### src/rtl/mem_access_unit.sv
// rtl/mem_access_unit.sv - load/store initiator for the word-wide data memory port
// Optional MISALIGN_TRAP_EN: reject misaligned and reserved-size accesses with resp_err.
module mem_access_unit #(
  parameter int MEM_RD_LAT = 1
) (
  input  logic        clk,
  input  logic        rst_n,
  input  logic        req_valid,
  output logic        req_ready,
  input  logic        req_write,
  input  logic [1:0]  req_size,
  input  logic        req_signed,
  input  logic [31:0] req_addr,
  input  logic [31:0] req_wdata,
  output logic        resp_valid,
  output logic [31:0] resp_rdata,
  output logic        resp_err,
  output logic [31:0] mem_address,
  output logic [31:0] write_data,
  output logic        MemRead,
  output logic        MemWrite,
  input  logic [31:0] read_data
);

  typedef enum logic [1:0] {IDLE, RD, WR, RESP} state_t;

  localparam logic [2:0] RD_LAST = 3'(MEM_RD_LAT - 1);

  state_t      state_q, state_d;
  logic [2:0]  cnt_q, cnt_d;
  logic [31:0] addr_q, addr_d;
  logic [1:0]  size_q, size_d;
  logic        signed_q, signed_d;
  logic        write_q, write_d;
  logic        err_q, err_d;
  logic [31:0] wdata_q, wdata_d;
  logic [31:0] cap_q, cap_d;

  logic        req_err;
  logic [31:0] wr_word;
  logic [31:0] load_val;
  logic [7:0]  byte_sel;
  logic [15:0] half_sel;

`ifdef MISALIGN_TRAP_EN
  always_comb begin
    req_err = 1'b0;
    case (req_size)
      2'b00:   req_err = 1'b0;
      2'b01:   req_err = req_addr[0];
      2'b10:   req_err = |req_addr[1:0];
      default: req_err = 1'b1;
    endcase
  end
`else
  assign req_err = 1'b0;
`endif

  always_ff @(posedge clk or negedge rst_n) begin
    if (!rst_n) begin
      state_q  <= IDLE;
      cnt_q    <= '0;
      addr_q   <= '0;
      size_q   <= '0;
      signed_q <= 1'b0;
      write_q  <= 1'b0;
      err_q    <= 1'b0;
      wdata_q  <= '0;
      cap_q    <= '0;
    end else begin
      state_q  <= state_d;
      cnt_q    <= cnt_d;
      addr_q   <= addr_d;
      size_q   <= size_d;
      signed_q <= signed_d;
      write_q  <= write_d;
      err_q    <= err_d;
      wdata_q  <= wdata_d;
      cap_q    <= cap_d;
    end
  end

  always_comb begin
    state_d  = state_q;
    cnt_d    = cnt_q;
    addr_d   = addr_q;
    size_d   = size_q;
    signed_d = signed_q;
    write_d  = write_q;
    err_d    = err_q;
    wdata_d  = wdata_q;
    cap_d    = cap_q;
    case (state_q)
      IDLE: begin
        if (req_valid) begin
          addr_d   = req_addr;
          size_d   = req_size;
          signed_d = req_signed;
          write_d  = req_write;
          wdata_d  = req_wdata;
          err_d    = req_err;
          cnt_d    = '0;
          // size 11 shares the word path when trapping is disabled
          if (req_err)                      state_d = RESP;
          else if (req_write && req_size[1]) state_d = WR;
          else                               state_d = RD;
        end
      end
      RD: begin
        if (cnt_q == RD_LAST) begin
          cap_d   = read_data;
          cnt_d   = '0;
          state_d = write_q ? WR : RESP;
        end else begin
          cnt_d = cnt_q + 3'd1;
        end
      end
      WR:      state_d = RESP;
      default: state_d = IDLE;
    endcase
  end

  always_comb begin
    wr_word = cap_q;
    if (size_q[1]) begin
      wr_word = wdata_q;
    end else if (size_q[0]) begin
      if (addr_q[1]) wr_word[31:16] = wdata_q[15:0];
      else           wr_word[15:0]  = wdata_q[15:0];
    end else begin
      wr_word[{addr_q[1:0], 3'b000} +: 8] = wdata_q[7:0];
    end
  end

  assign byte_sel = cap_q[{addr_q[1:0], 3'b000} +: 8];
  assign half_sel = addr_q[1] ? cap_q[31:16] : cap_q[15:0];

  always_comb begin
    load_val = cap_q;
    case (size_q)
      2'b00:   load_val = {{24{signed_q & byte_sel[7]}}, byte_sel};
      2'b01:   load_val = {{16{signed_q & half_sel[15]}}, half_sel};
      default: load_val = cap_q;
    endcase
  end

  assign req_ready   = (state_q == IDLE);
  assign MemRead     = (state_q == RD);
  assign MemWrite    = (state_q == WR);
  assign resp_valid  = (state_q == RESP);
  assign resp_err    = (state_q == RESP) && err_q;
  assign resp_rdata  = ((state_q == RESP) && !write_q && !err_q) ? load_val : 32'h0;
  assign mem_address = {2'b00, addr_q[31:2]};
  assign write_data  = write_q ? wr_word : 32'h0;

endmodule
### config.mk
export PLATFORM = sky130hd
export DESIGN_NAME = mem_access_unit
export DESIGN_NICKNAME = d
export VERILOG_FILES = /design/src/rtl/mem_access_unit.sv
export SDC_FILE = /design/constraint.sdc
export NUM_CORES = 1
export LEC_CHECK = 0
export BUFFER_PORTS_ARGS = -buffer_cell sky130_fd_sc_hd__buf_2
export CAP_MARGIN = 0
export CORE_MARGIN = 1.5
export CORE_UTILIZATION = 32
export DETAILED_ROUTE_END_ITERATION = 10
export GPL_ROUTABILITY_DRIVEN = 0
export GPL_TIMING_DRIVEN = 0
export SKIP_LAST_GASP = 1
export SYNTH_ARGS = -nofsm -noshare
export SYNTH_HDL_FRONTEND = slang
export SYNTH_SLANG_ARGS = --single-unit
### constraint.sdc
create_clock -name clk -period 3.7 [get_ports clk]
set_clock_uncertainty 0.2 [all_clocks]
set_input_delay 0.74 -clock clk [delete_from_list [all_inputs] [get_ports clk]]
set_output_delay 0.74 -clock clk [all_outputs]
set_load 0.005 [all_outputs]
* Yosys cells after proc, flatten, opt, wreduce, memory -nomap -nowiden *
Index checks and enable logic that the tools add are counted.
W data, S select, Z words.

word-level totals
  bits in registers = 105
  input port bits = 103
  output and inout port bits = 101
  word-level logic and storage cells = 49

operators by class
  add/sub/neg operators = 2
  eq/ne operators = 6
  shift-type cells = 3
  multiplexer cells = 17
  bitwise operators = 2
  reduce and logical (&&, ||, !) cells = 11

operators with widths
  kind                      count
  $mux W32                  4
  $pmux W32 S2              1
  $mux W16                  3
  $bwmux W32                1
  $shift A8 B7 Y32 const A  1
  $shiftx A32 B6 Y8         1
  $shiftx A8 B7 Y32         1
  $reduce_and A2 Y1         4
  $neg A5 Y7                1
  $mux W2                   3
  $mux W3                   2
  $pmux W2 S3               1
  $pmux W3 S2               1
  $eq A2 B1 Y1 const B      2
  $eq A2 B2 Y1 const B      2
  $logic_not A2 Y1          2
  $add A3 B1 Y3 const B     1
  $logic_not A3 Y1          1
  $and A1 B1 Y1             2
  $logic_and A1 B1 Y1       2
  $ne A2 B1 Y1 const B      1
  $ne A2 B2 Y1 const B      1
  $reduce_bool A2 Y1        1
  $logic_not A1 Y1          1
  $mux W1                   1

* Logic depth before layout (Yosys ltp) *
  depth after elaboration = 6
  mapped depth = 7
  depth with buffers taken out = 6

* Worst setup path before layout *
Ideal clock, no wire load.

  kind = reg-to-output
  start = register addr_q[1]
  end = output write_data[10]
  arrival time = 1.896 ns
  data required time = 2.760 ns
  slack = 0.864 ns
  cell stages (with the launch flop) = 8
  buffers on the path = 1
  path through = dfrtp_1 -> buf_6 -> clkinv_1 -> ha_1 -> nand2_1 -> nor3_2 -> a221oi_1 -> a211oi_1

between the ends
  word-level cells in the longest chain between the ends = 6
  elaborated cells between the ends (all ways) = 8
  those cells by class = add/sub: 1; shift: 2; mux: 5

RTL lines
  item                                                   RTL line  source
  start, declared                                        31        logic [31:0] addr_q, addr_d;
  start signal, assigned                                 73        addr_q <= addr_d;
  $neg A5 Y7                                             131       wr_word[{addr_q[1:0], 3'b000} +: 8] = wdata_q[7:0];
  $shiftx A8 B7 Y32 or $shift A8 B7 Y32 (tied branches)  131
  $bwmux W32                                             131
  $mux W32 *                                             127       end else if (size_q[0]) begin
  $mux W32 *                                             125       if (size_q[1]) begin
  $mux W32 *                                             154       assign write_data = write_q ? wr_word : 32'h0;
  end, declared                                          19        output logic [31:0] write_data,

Every way passes the cells marked *; elsewhere a longest branch is shown, timed or not.

* Final worst setup path *
  start = register addr_q[1]
  end = output write_data[15]

Same word-level chain as after synthesis.

==> metrics <==
Post-Layout Cell Count around 1,000; die extent in x 142 um; final number of setup-violating endpoints 0; worst r2r src state_q[0]$_DFFE_PN0P_; element type at the critical path end output pin; nets@finish approximately 900; crit path launch addr_q[1]$_DFFE_PN0P_; asr flop ratio synth 1.00; Slew headroom 0.421; Tightest Pin Transition roughly 870 ps; Iter 0 DRT Violations around 450; hpwl dp 15,300 um; Syn Std Cell Area 0.00614 mm2; register area share after synthesis 0.428; vias per inst between 5 and 6; leakage ~3.7 nW; die area between 0.02 and 0.025 mm2; top-area cell type share of the netlist area 0.428; vias in the first global route approximately 5,300; I/O Pins 204; minimum clock period approximately 3600 ps; H-tree levels 3; crit path max fanout 11; initial antenna violation count 0; row cnt 50; leading area contributor after synthesis dfrtp_1; Peak VDD IR 0.455 mV; run status complete, no violations; Highest Clock Rate ~0.28 GHz; top post-synthesis cells by area dfrtp_1 (43%), mux2_2 (19%), buf_4 (4.2%); RSZ-0062 raised after global routing true; total number of vias 5,464; Core Footprint 0.0188 mm2; Root Driver clkbuf_16; Synth Instances 548; Post-synth EDFFs 0; CTS clk-pin slew, worst paths around 80 ps; cell count after placement between 900 and 1,000; max cap viols 0; layout cells sized above 1 0.521; total power 7.49 mW; largest net degree at the start of global routing between 60 and 70; WS Path Type register to output pin; DR WL/cell around 20 um; fin. max-slew vios 0; required time worst endpoint about 2800 ps; Yosys warnings 0; clk sinks between 100 and 150; Critical Path AT between 2000 and 3000 ps; first-pass GRT wire length roughly 30,000 um; GRT Util Overall 0.201; Routed Antenna Nets 0; initial core utilization 0.327; fin crit share 0.978; r2r setup slk approximately 1400 ps; Area growth syn-to-layout 27.1%; Max Root-Sink Buffers 2; syn avg cell area 11.2 um2; die height ~140 um; FF+latch count, synth around 110; hold crit path type primary input to asynchronous set/reset pin; CTS tree yes; router iterations before antenna repair 5; Synth Flop Type dfrtp_1; Power Dens Cells 959 mW/mm2; # DRC 0; CTS Hold Bufs 0; post-synth cell types 44; final hold vios 0; final WL just over 20,000 um; Startpoint Class register; Ant. Diodes 0; count of input and output buffers 200; total gr overflow 0; Num CTS Buffers 9; Skew-Pair Late Insertion Delay roughly 360 ps
[cell type report]
type | instances | area, um2
Buffer | 69 | 428
Clock buffer | 11 | 243
Clock inverter | 5 | 47.5
Fill cell | 1893 | 11000
Inverter | 14 | 53.8
Multi-Input combinational cell | 362 | 3070
Sequential cell | 105 | 2630
Tap cell | 234 | 293
Timing Repair Buffer | 204 | 1050
[kinds of logic (layout without fill, tap and decap cells)]
| kind of cell | Yosys count | after routing | synth area share |
|---|---|---|---|
| AOI/OAI and AO/OA | 162 | 162 | 0.192 |
| adders and majority gates | 11 | 11 | 0.0224 |
| buffers and inverters | 83 | 303 | 0.0782 |
| DFF | 105 | 105 | 0.428 |
| muxes | 112 | 112 | 0.217 |
| other | 1 | 3 | 0.000611 |
| and+or+nand+nor | 74 | 74 | 0.0619 |
[placed cells by master, fill, tap and decap left out, types with 2 or more instances in the layout]
cell type | Yosys | final
buf_2 | 15 | 214
dfrtp_1 | 105 | 105
mux2_2 | 104 | 104
buf_4 | 34 | 38
o22ai_1 | 30 | 30
a221oi_1 | 25 | 25
o21ai_0 | 24 | 24
nand2_1 | 22 | 22
a21o_1 | 21 | 21
a21oi_1 | 16 | 16
nor3_1 | 15 | 15
clkbuf_1 | 12 | 13
nor2_1 | 13 | 13
ha_1 | 11 | 10
a211oi_1 | 10 | 9
clkbuf_16 | 0 | 9
inv_1 | 8 | 8
o221ai_1 | 8 | 8
o32ai_1 | 7 | 7
nor4_1 | 7 | 7
o221a_2 | 7 | 7
mux4_2 | 6 | 6
buf_1 | 5 | 5
o21a_1 | 5 | 5
clkinv_1 | 5 | 4
nor2b_1 | 4 | 4
buf_6 | 3 | 3
nor3_4 | 0 | 3
nand2b_1 | 3 | 3
conb_1 | 1 | 3
nand3_1 | 2 | 2
nor2_2 | 2 | 2
a31oi_1 | 2 | 2
a32o_1 | 2 | 2
clkinv_4 | 0 | 2
inv_8 | 0 | 2
[path summary, 6_finish.rpt]
check                                    endpoint  cells after the start
setup / recovery                   write_data[15]                      8
hold / removal             addr_q[28]$_DFFE_PN0P_                      1
setup reg to reg           wdata_q[7]$_DFFE_PN0P_                      6
hold reg to reg             addr_q[3]$_DFFE_PN0P_                      1
max in group asynchronous    cap_q[7]$_DFFE_PN0P_                      2
min in group clk            addr_q[3]$_DFFE_PN0P_                      1
[state kept, by name, summed over array words and instances (netlist names)]
register and cells:
state_q 2, cap_q 32, size_q 2, wdata_q 32, cnt_q 3, signed_q 1, write_q 1, addr_q 32
[where the power goes]
group / leakage [nW] / total [mW] / internal (mW) / switching (mW)
clock: 0.140 / 0.950 / 0.488 / 0.462
sequential: 1.24 / 2.50 / 1.72 / 0.777
combinational: 2.37 / 4.04 / 2.02 / 2.02
total: 3.75 / 7.49 / 4.24 / 3.25
[critical path, stage by stage (launching register included)]
cell	delay, ps
dfrtp_1	400
buf_6	160
clkinv_2	170
ha_2	470
nand2_1	110
nor3_4	310
a221oi_1	130
a211oi_1	360
buf_2	200
[per-stage QoR]
stage	util	hold slack [ps]	cell area (um2)	TNS [ps]	worst slack (ps)
CTS	0.416	311	7800	0	119
floorplan	-	244	6150	0	864
global route	0.416	324	7810	-0.810	-0.810
finish	0.416	254	7810	0	79.9
detailed placement	0.398	294	7470	0	155
global placement	0.397	288	7440	0	178
[metal layers]
layer,global-route usage,part of all wire
met1,0.273,0.43
met2,0.309,0.45
met3,0.0570,0.10
met4,0.0597,0.023
met5,0,0
[cells in the mapped netlist (all sizes together), types with 2 or more instances]
cell type	instances
clkinv	5
nor3	18
o221a	7
o32ai	7
mux2	105
buf	57
ha	11
o22ai	30
o21ai	24
o221ai	8
nand3	2
o21a	5
a31oi	2
clkbuf	12
a32o	2
nor4	8
a221oi	25
a211oi	10
nor2	15
nand2b	3
a21oi	16
dfrtp	105
inv	9
nand2	22
mux4	6
a21o	21
nor2b	4
[timing repair]
action / CTS / global route
setup buffers: 3 / 0
gates resized for setup: 5 / 1
pin swaps: 1 / 0
setup endpoints to repair: 22 / 5
No activity file was read; power rests on OpenSTA's default activity.
